**src/rtl/lsu_pkg.sv**
```systemverilog
// lsu_pkg: shared op/state encodings and byte-enable helper for the load/store unit
package lsu_pkg;
  typedef enum logic [2:0] {
    OP_LW  = 3'd0,
    OP_LH  = 3'd1,
    OP_LHU = 3'd2,
    OP_LB  = 3'd3,
    OP_LBU = 3'd4,
    OP_SW  = 3'd5,
    OP_SH  = 3'd6,
    OP_SB  = 3'd7
  } op_t;
  typedef enum logic [1:0] {
    S_IDLE   = 2'd0,
    S_ACCESS = 2'd1,
    S_RESP   = 2'd2,
    S_FAULT  = 2'd3
  } state_t;
  function automatic logic [3:0] be_of(input op_t o, input logic [1:0] off);
    return o == OP_SW ? 4'b1111 :
           o == OP_SH ? 4'(4'b0011 << off) :
           o == OP_SB ? 4'(4'b0001 << off) : 4'b0000;
  endfunction
endpackage

```
**src/rtl/lsu_ext.sv**
```systemverilog
// lsu_ext: selects the addressed lane of a read word and sign/zero-extends it
module lsu_ext
  import lsu_pkg::*;
(
  input  op_t         op,
  input  logic [1:0]  off,
  input  logic [31:0] word,
  output logic [31:0] val
);
  logic [7:0]  b;
  logic [15:0] h;
  always_comb begin
    b = word[{off, 3'b000} +: 8];
    h = off[1] ? word[31:16] : word[15:0];
    val = op == OP_LW  ? word :
          op == OP_LH  ? {{16{h[15]}}, h} :
          op == OP_LHU ? {16'b0, h} :
          op == OP_LB  ? {{24{b[7]}}, b} :
          op == OP_LBU ? {24'b0, b} : 32'b0;
  end
endmodule

```
**src/rtl/lsu_ctrl.sv**
```systemverilog
// lsu_ctrl: single-outstanding load/store FSM with alignment/range faulting
module lsu_ctrl
  import lsu_pkg::*;
#(
  parameter logic [31:0] ADDR_MAX = 32'h0000_0FFF
) (
  input  logic        clk,
  input  logic        reset,
  input  logic        req,
  input  logic [2:0]  op,
  input  logic [31:0] addr,
  input  logic [31:0] wdata,
  input  logic [31:0] pc,
  output logic        busy,
  output logic        done,
  output logic        exc,
  output logic [31:0] rdata,
  output logic [31:0] mem_addr,
  output logic [3:0]  mem_be,
  output logic [31:0] mem_wd,
  input  logic [31:0] mem_rd
);
  state_t      state;
  op_t         op_in, op_q;
  logic [31:0] addr_q, wdata_q, pc_q, ext_val;
  logic        fault;
  always_comb begin
    op_in = op_t'(op);
    fault = ((op_in == OP_LW || op_in == OP_SW) && addr[1:0] != 2'b00) ||
            ((op_in == OP_LH || op_in == OP_LHU || op_in == OP_SH) && addr[0]) ||
            addr > ADDR_MAX;
    busy = state != S_IDLE;
    mem_addr = {addr_q[31:2], 2'b00};
    mem_wd = op_q == OP_SB ? {4{wdata_q[7:0]}} :
             op_q == OP_SH ? {2{wdata_q[15:0]}} : wdata_q;
  end
  lsu_ext u_ext (
    .op   (op_q),
    .off  (addr_q[1:0]),
    .word (mem_rd),
    .val  (ext_val)
  );
  always_ff @(posedge clk) begin
    if (reset) begin
      state   <= S_IDLE;
      op_q    <= OP_LW;
      addr_q  <= '0;
      wdata_q <= '0;
      pc_q    <= '0;
      done    <= 1'b0;
      exc     <= 1'b0;
      rdata   <= '0;
      mem_be  <= '0;
    end else begin
      case (state)
        S_IDLE: begin
          if (req && fault) begin
            state <= S_FAULT;
            done  <= 1'b1;
            exc   <= 1'b1;
          end else if (req) begin
            state   <= S_ACCESS;
            op_q    <= op_in;
            addr_q  <= addr;
            wdata_q <= wdata;
            pc_q    <= pc;
            mem_be  <= be_of(op_in, addr[1:0]);
          end
        end
        S_ACCESS: begin
          state  <= S_RESP;
          mem_be <= '0;
          rdata  <= ext_val;
          done   <= 1'b1;
        end
        default: begin
          state <= S_IDLE;
          done  <= 1'b0;
          exc   <= 1'b0;
          rdata <= '0;
        end
      endcase
    end
  end
`ifndef SYNTHESIS
  always_ff @(posedge clk) begin
    if (!reset && state == S_ACCESS && mem_be != 4'b0000)
      $display("@%h: *%h <= %h", pc_q, mem_addr,
               {mem_be[3] ? mem_wd[31:24] : mem_rd[31:24],
                mem_be[2] ? mem_wd[23:16] : mem_rd[23:16],
                mem_be[1] ? mem_wd[15:8]  : mem_rd[15:8],
                mem_be[0] ? mem_wd[7:0]   : mem_rd[7:0]});
  end
`endif
endmodule
```
**config.mk**
```make
export PLATFORM = sky130hd
export DESIGN_NAME = lsu_ctrl
export DESIGN_NICKNAME = d
export VERILOG_FILES = /design/src/rtl/lsu_pkg.sv /design/src/rtl/lsu_ext.sv /design/src/rtl/lsu_ctrl.sv
export SDC_FILE = /design/constraint.sdc
export NUM_CORES = 1
export LEC_CHECK = 0
export CAP_MARGIN = 20
export CORE_ASPECT_RATIO = 0.6
export CORE_MARGIN = 3
export CORE_UTILIZATION = 41
export CTS_CLUSTER_DIAMETER = 60
export DETAILED_ROUTE_END_ITERATION = 6
export GPL_ROUTABILITY_DRIVEN = 1
export MAX_ROUTING_LAYER = met4
export PLACE_DENSITY = 0.8
export SKIP_LAST_GASP = 1
export SLEW_MARGIN = 10
export SYNTH_ARGS = -nofsm -noshare
export SYNTH_HDL_FRONTEND = slang
export SYNTH_SLANG_ARGS = --single-unit
```
**constraint.sdc**
```tcl
create_clock -name clk -period 2.49 [get_ports clk]
set_input_delay 0.249 -clock clk [delete_from_list [all_inputs] [get_ports clk]]
set_output_delay 0.249 -clock clk [all_outputs]
set_load 0.05 [all_outputs]
```
[Word-level counts from Yosys, hierarchy flattened]
Cells that the tools add are included.
Word-level totals
  flip-flop bits (word level): 107
  output and inout bits: 103
  bits of input ports: 134
  word-level logic and storage cells: 68
Operators by class
  reduce and logical (&&, ||, !) cells: 17
  shift operators: 3
  order comparisons: 1
  eq/ne operators: 16
  multiplexer cells: 21
  bitwise logic cells: 2
Operators with widths (number)
  32-bit 2-to-1 mux: 6
  32-bit one-hot mux with 2 select lines: 1
  32-bit by 12-bit greater-than comparator with 1-bit output, second input constant: 1
  32-bit by 6-bit variable part select with 8-bit output: 1
  4-bit 2-to-1 mux: 5
  3-bit equality test, second input constant: 6
  16-bit 2-to-1 mux: 1
  3-bit by 2-bit equality test with 1-bit output, second input constant: 3
  8-bit 2-to-1 mux: 1
  4-bit one-hot mux with 2 select lines: 1
  3-bit by 1-bit equality test with 1-bit output, second input constant: 2
  3-bit logical NOT: 2
  2-bit inequality test, second input constant: 3
  3-bit AND reduction: 2
  2-bit nonzero test: 3
  1-bit logical OR: 5
  2-bit 2-to-1 mux: 2
  1-bit one-hot mux with 2 select lines: 2
  2-bit one-hot mux with 2 select lines: 1
  1-bit by 2-bit left shift with 4-bit output, first input constant: 1
  2-bit by 2-bit left shift with 4-bit output, first input constant: 1
  1-bit logical AND: 3
  3-bit inequality test, second input constant: 1
  2-bit by 1-bit equality test with 1-bit output, second input constant: 1
  4 further kinds: 5

[Logic depth before layout (Yosys ltp)]
Gate-level depths: netlist (run 1).
  depth after elaboration: 9
  depth in mapped cells: 8
  gate-level depth less buffers: 6

[By module]
A second synthesis (run 1) with hierarchy kept.
Unflattened totals
  cells, all modules: 560
  area total of the unflattened synthesis: 5291.3 um2
Modules (own cells, without submodules)
  lsu_ctrl: area each 4486.8 um2, cells each 444, times used 1, seq. area each 2142.1 um2
  lsu_ext: area each 804.5 um2, cells each 116, times used 1, seq. area each 0.0 um2

[Worst setup path before layout (run 1)]
Ideal clock, no wire load.
  kind: flip-flop to output port
  start point: register op_q[1]
  end point: output mem_wd[24]
  stages on the path, launching flop included: 6
  buffers on the path: 3
  path slack: 0.064 ns
  required time: 2.241 ns
  data arrival time: 2.177 ns
  cells stage by stage: dfxtp_1 > clkbuf_1 > buf_2 > nand2_1 > clkbuf_1 > o21ai_0
On the way
  longest elaborated chain between the ends: 3
  elaborated cells on any way between the ends: 4
  those cells by class: 2 x eq/ne; 2 x mux
Ends and longest elaborated chain
  start: declaration: RTL line lsu_ctrl.sv:24  | op_t op_in, op_q;
  start signal: assignment: RTL line lsu_ctrl.sv:63  | op_q <= op_in;
  3-bit equality test: RTL line lsu_ctrl.sv:35  | op_q == OP_SH ? {2{wdata_q[15:0]}} : wdata_q;
  32-bit 2-to-1 mux: RTL line lsu_ctrl.sv:35
  32-bit 2-to-1 mux (*): RTL line lsu_ctrl.sv:34  | mem_wd = op_q == OP_SB ? {4{wdata_q[7:0]}} :
  end: declaration: RTL line lsu_ctrl.sv:20  | output logic [31:0] mem_wd,
Mark *: on every way between the ends. The rest lies on a longest branch, timed or not.

[Final worst setup path (run 1)]
  start point: register op_q[0]
  end point: output mem_wd[14]
On the way
  longest elaborated chain between the ends: 2
Ends and longest elaborated chain (RTL line)
  3-bit equality test: lsu_ctrl.sv:34
  32-bit 2-to-1 mux: lsu_ctrl.sv:34
No other way between the ends.

==> summary.txt, run 1 <==
Route
  • Drt via density: 5.16
  • Via count: 4378
  • Final WL: 14.7 mm
  • DRC: 0
  • WL/cell: 17.3 microns
  • Initial DRC count: 261
  • DR pass1 iterations: 5
  • Post-detailed-route count of antenna-violating nets: 0

Die
  • Ports: 237
  • Initial core utilization: 42.9%
  • Die width: 148 microns
  • Core area: 11600 sq um
  • Die area: 13500 sq um
  • # rows: 30
  • Die Height: 91.2 microns

Logic synthesis
  • Cell with the most instances after synthesis: dfxtp_1
  • Synth area leader: dfxtp_1
  • Post-synth EDFFs: 0
  • Ys flop type: dfxtp_1
  • Mean area per synthesized cell: 9.37 sq um
  • Synth area leaders: dfxtp_1 43%, mux2i_1 13%, buf_4 6.2%, nor2_1 5.9%, mux2_2 4.8%
  • Top cells by count, synth: 107 x dfxtp_1, 78 x nor2_1, 65 x mux2i_1, 41 x buf_4, 40 x o21ai_0
  • Share of the yosys chip area belonging to registers: 43.2%
  • Post-Syn Area: 4960 sq um
  • Warnings, synthesis: 0
  • Post-Syn Instances: 530
  • Share of the synthesized area in the top cell type: 43.2%
  • Ys async rst share: 0%
  • Flops & latches, synth: 107
  • Unique masters post-synth: 52

Critical path
  • Worst R2R Path Depth: 6
  • Crit path DAT: 2020 ps
  • Slowest cell delay on critical path: 620 ps
  • Worst R2R End: addr_q[5]$_SDFFE_PP0P_
  • Reg-to-reg slack, setup: 400 ps
  • CP Cell Sequence: nand3_1, mux2_2, buf_12
  • Worst Path Max Fanout: 15
  • CP max stage cell: dfxtp_1
  • WS Path Type: flop to output port
  • Crit start category: flop
  • Required time worst endpoint: 2240 ps
  • Worst Setup End Kind: output port
  • RR Startpoint: state[1]$_SDFFE_PP0P_

Finish
  • Storage element area: 2140 sq um
  • Multi-input combinational cell area: 2310 sq um
  • Finished Core Util: 63.5%
  • Area grow syn2layout: 48.0%
  • Non-filler cells, final: 849
  • Finished Cell Area: 7350 sq um
  • Layout cells sized above 1: 11.9%
  • Fin nets: 822
  • # diodes: 0
  • Fillers: 953

STA
  • Hold WS: 249 ps
  • Slew HR: 50.9%
  • Final hold viol count: 0
  • Crit path time final: 2270 ps
  • Final period utilization: 91.0%
  • Fmax: 441 MHz
  • Layout Skew: 5.22 ps
  • Min setup slack post-route: 224 ps
  • Final number of max-transition violations: 0
  • Final Setup Violations: 0
  • Setup TNS: 0 ps
  • RSZ-0062 raised after global routing: no
  • Slew @ Worst Pin: 733 ps

Clocking
  • H-tree levels: 3
  • CTS Buf Count: 9
  • TritonCTS clock tree: built
  • Hold-fix buffers, CTS: 0
  • Clk sinks: 107
  • CTS resizes: 0
  • CTS clk-pin slew, worst paths: 80 ps
  • Setup bufs post-CTS: 0
  • Clock buffer depth: 2
  • Root buf cell: clkbuf_16
  • Worst-Skew Late Latency: 350 ps

Worst hold path
  • Worst min path class: input port to flop
  • Hold path startpoint: reset
  • Worst hold stages: 2
  • Hold path endpoint: state[1]$_SDFFE_PP0P_

Placement
  • Placed inst area: 7060 sq um
  • Placed cells: 833
  • IO Port Bufs: 202
  • Gpl congestion: 0.841
  • DP Wirelength: 11.1 mm
  • Dpl ws: 12.9 ps

GRT
  • Overflow after GRT: 0
  • Largest net degree at the start of global routing: 48
  • GRT Util Overall: 21.8%
  • First-pass GRT wire length: 22.9 mm
  • Initial antenna violation count: 0
  • Vias in the first global route: 4354

Run
  • Max_cap viols: 0

Power
  • Power density cells: 495 nW/um^2
  • Max VDD drop: 0.344 mV
  • Leakage: 2.63 nW
  • Final Power: 3.63 mW

Run status
  • Status: finished, final reports clean
state kept, by name, summed over array words and instances, names as in the netlist:
signal	cells
rdata	32
wdata_q	32
addr_q	32
mem_be	4
exc	1
done	1
state	2
op_q	3
critical path, delay by kind of cell (launching register included):
family	cells	cell delay (ps)
flip-flops	1	620
multiplexers	1	440
buffers and inverters	1	150
AND/OR/NAND/NOR	1	450
kinds of logic after synthesis:
group | synth area share [%]
other | 0.0756
flip-flops | 43.2
AND/OR/NAND/NOR | 15.6
multiplexers | 18.3
adder cells (fa/ha/maj) | 1.01
AO/OA/AOI/OAI | 11.2
buffers and inverters | 10.3
XOR/XNOR | 0.353
power by group:
| group | internal, mW | leakage, nW | switching (mW) |
|---|---|---|---|
| logic | 0.225 | 1.63 | 0.231 |
| clock network | 0.711 | 0.144 | 0.717 |
| registers | 1.73 | 0.864 | 0.0162 |
| total | 2.67 | 2.63 | 0.964 |
routing by layer:
layer | up-vias | share of wire [%] | track usage, %
met5 | - | 0 | -
met4 | 0 | 0.98 | 4.30
met3 | 20 | 8.3 | 6.68
met2 | 208 | 45 | 33.0
met1 | 2044 | 45 | 28.9
li1 | 2106 | - | -
area by class of cell:
cell class	count	area share [%]
Sequential cell	107	29.2
Clock buffer	9	3.07
Timing Repair Buffer	215	32.4
Clock inverter	7	0.903
Inverter	5	0.255
Tap cell	160	2.72
Multi-Input combinational cell	346	31.5
worst max path at each step:
stage / start / to / slack (ps) / depth (start not counted)
after global placement: addr[12] / addr_q[3]$_SDFFE_PP0P_ / 70 / 7
after floorplan: op_q[1]$_SDFFE_PP0P_ / mem_wd[24] / 60 / 5
after global routing: op_q[2]$_SDFFE_PP0P_ / mem_wd[8] / 110 / 3
after detailed placement: addr[12] / addr_q[4]$_SDFFE_PP0P_ / 10 / 7
final: op_q[0]$_SDFFE_PP0P_ / mem_wd[14] / 220 / 3
after CTS: op_q[0]$_SDFFE_PP0P_ / mem_wd[14] / 190 / 3
placed cells by master, fill, tap and decap left out, drive strengths merged, types with 10 or more instances in the layout:
cell,count
a21oi,12
and2,22
buf,38
clkdlybuf4s50,177
dfxtp,107
inv,10
mux2,21
mux2i,65
nand2,37
nor2,78
o21ai,40
(Power assumes the default switching activity.)
==> inputs of run 2 (changes only) <==
CAP_MARGIN = 40   (was 20)
==> results of run 2 <==
Same layout as run 1: the final DEF is identical, and so are final timing and power.
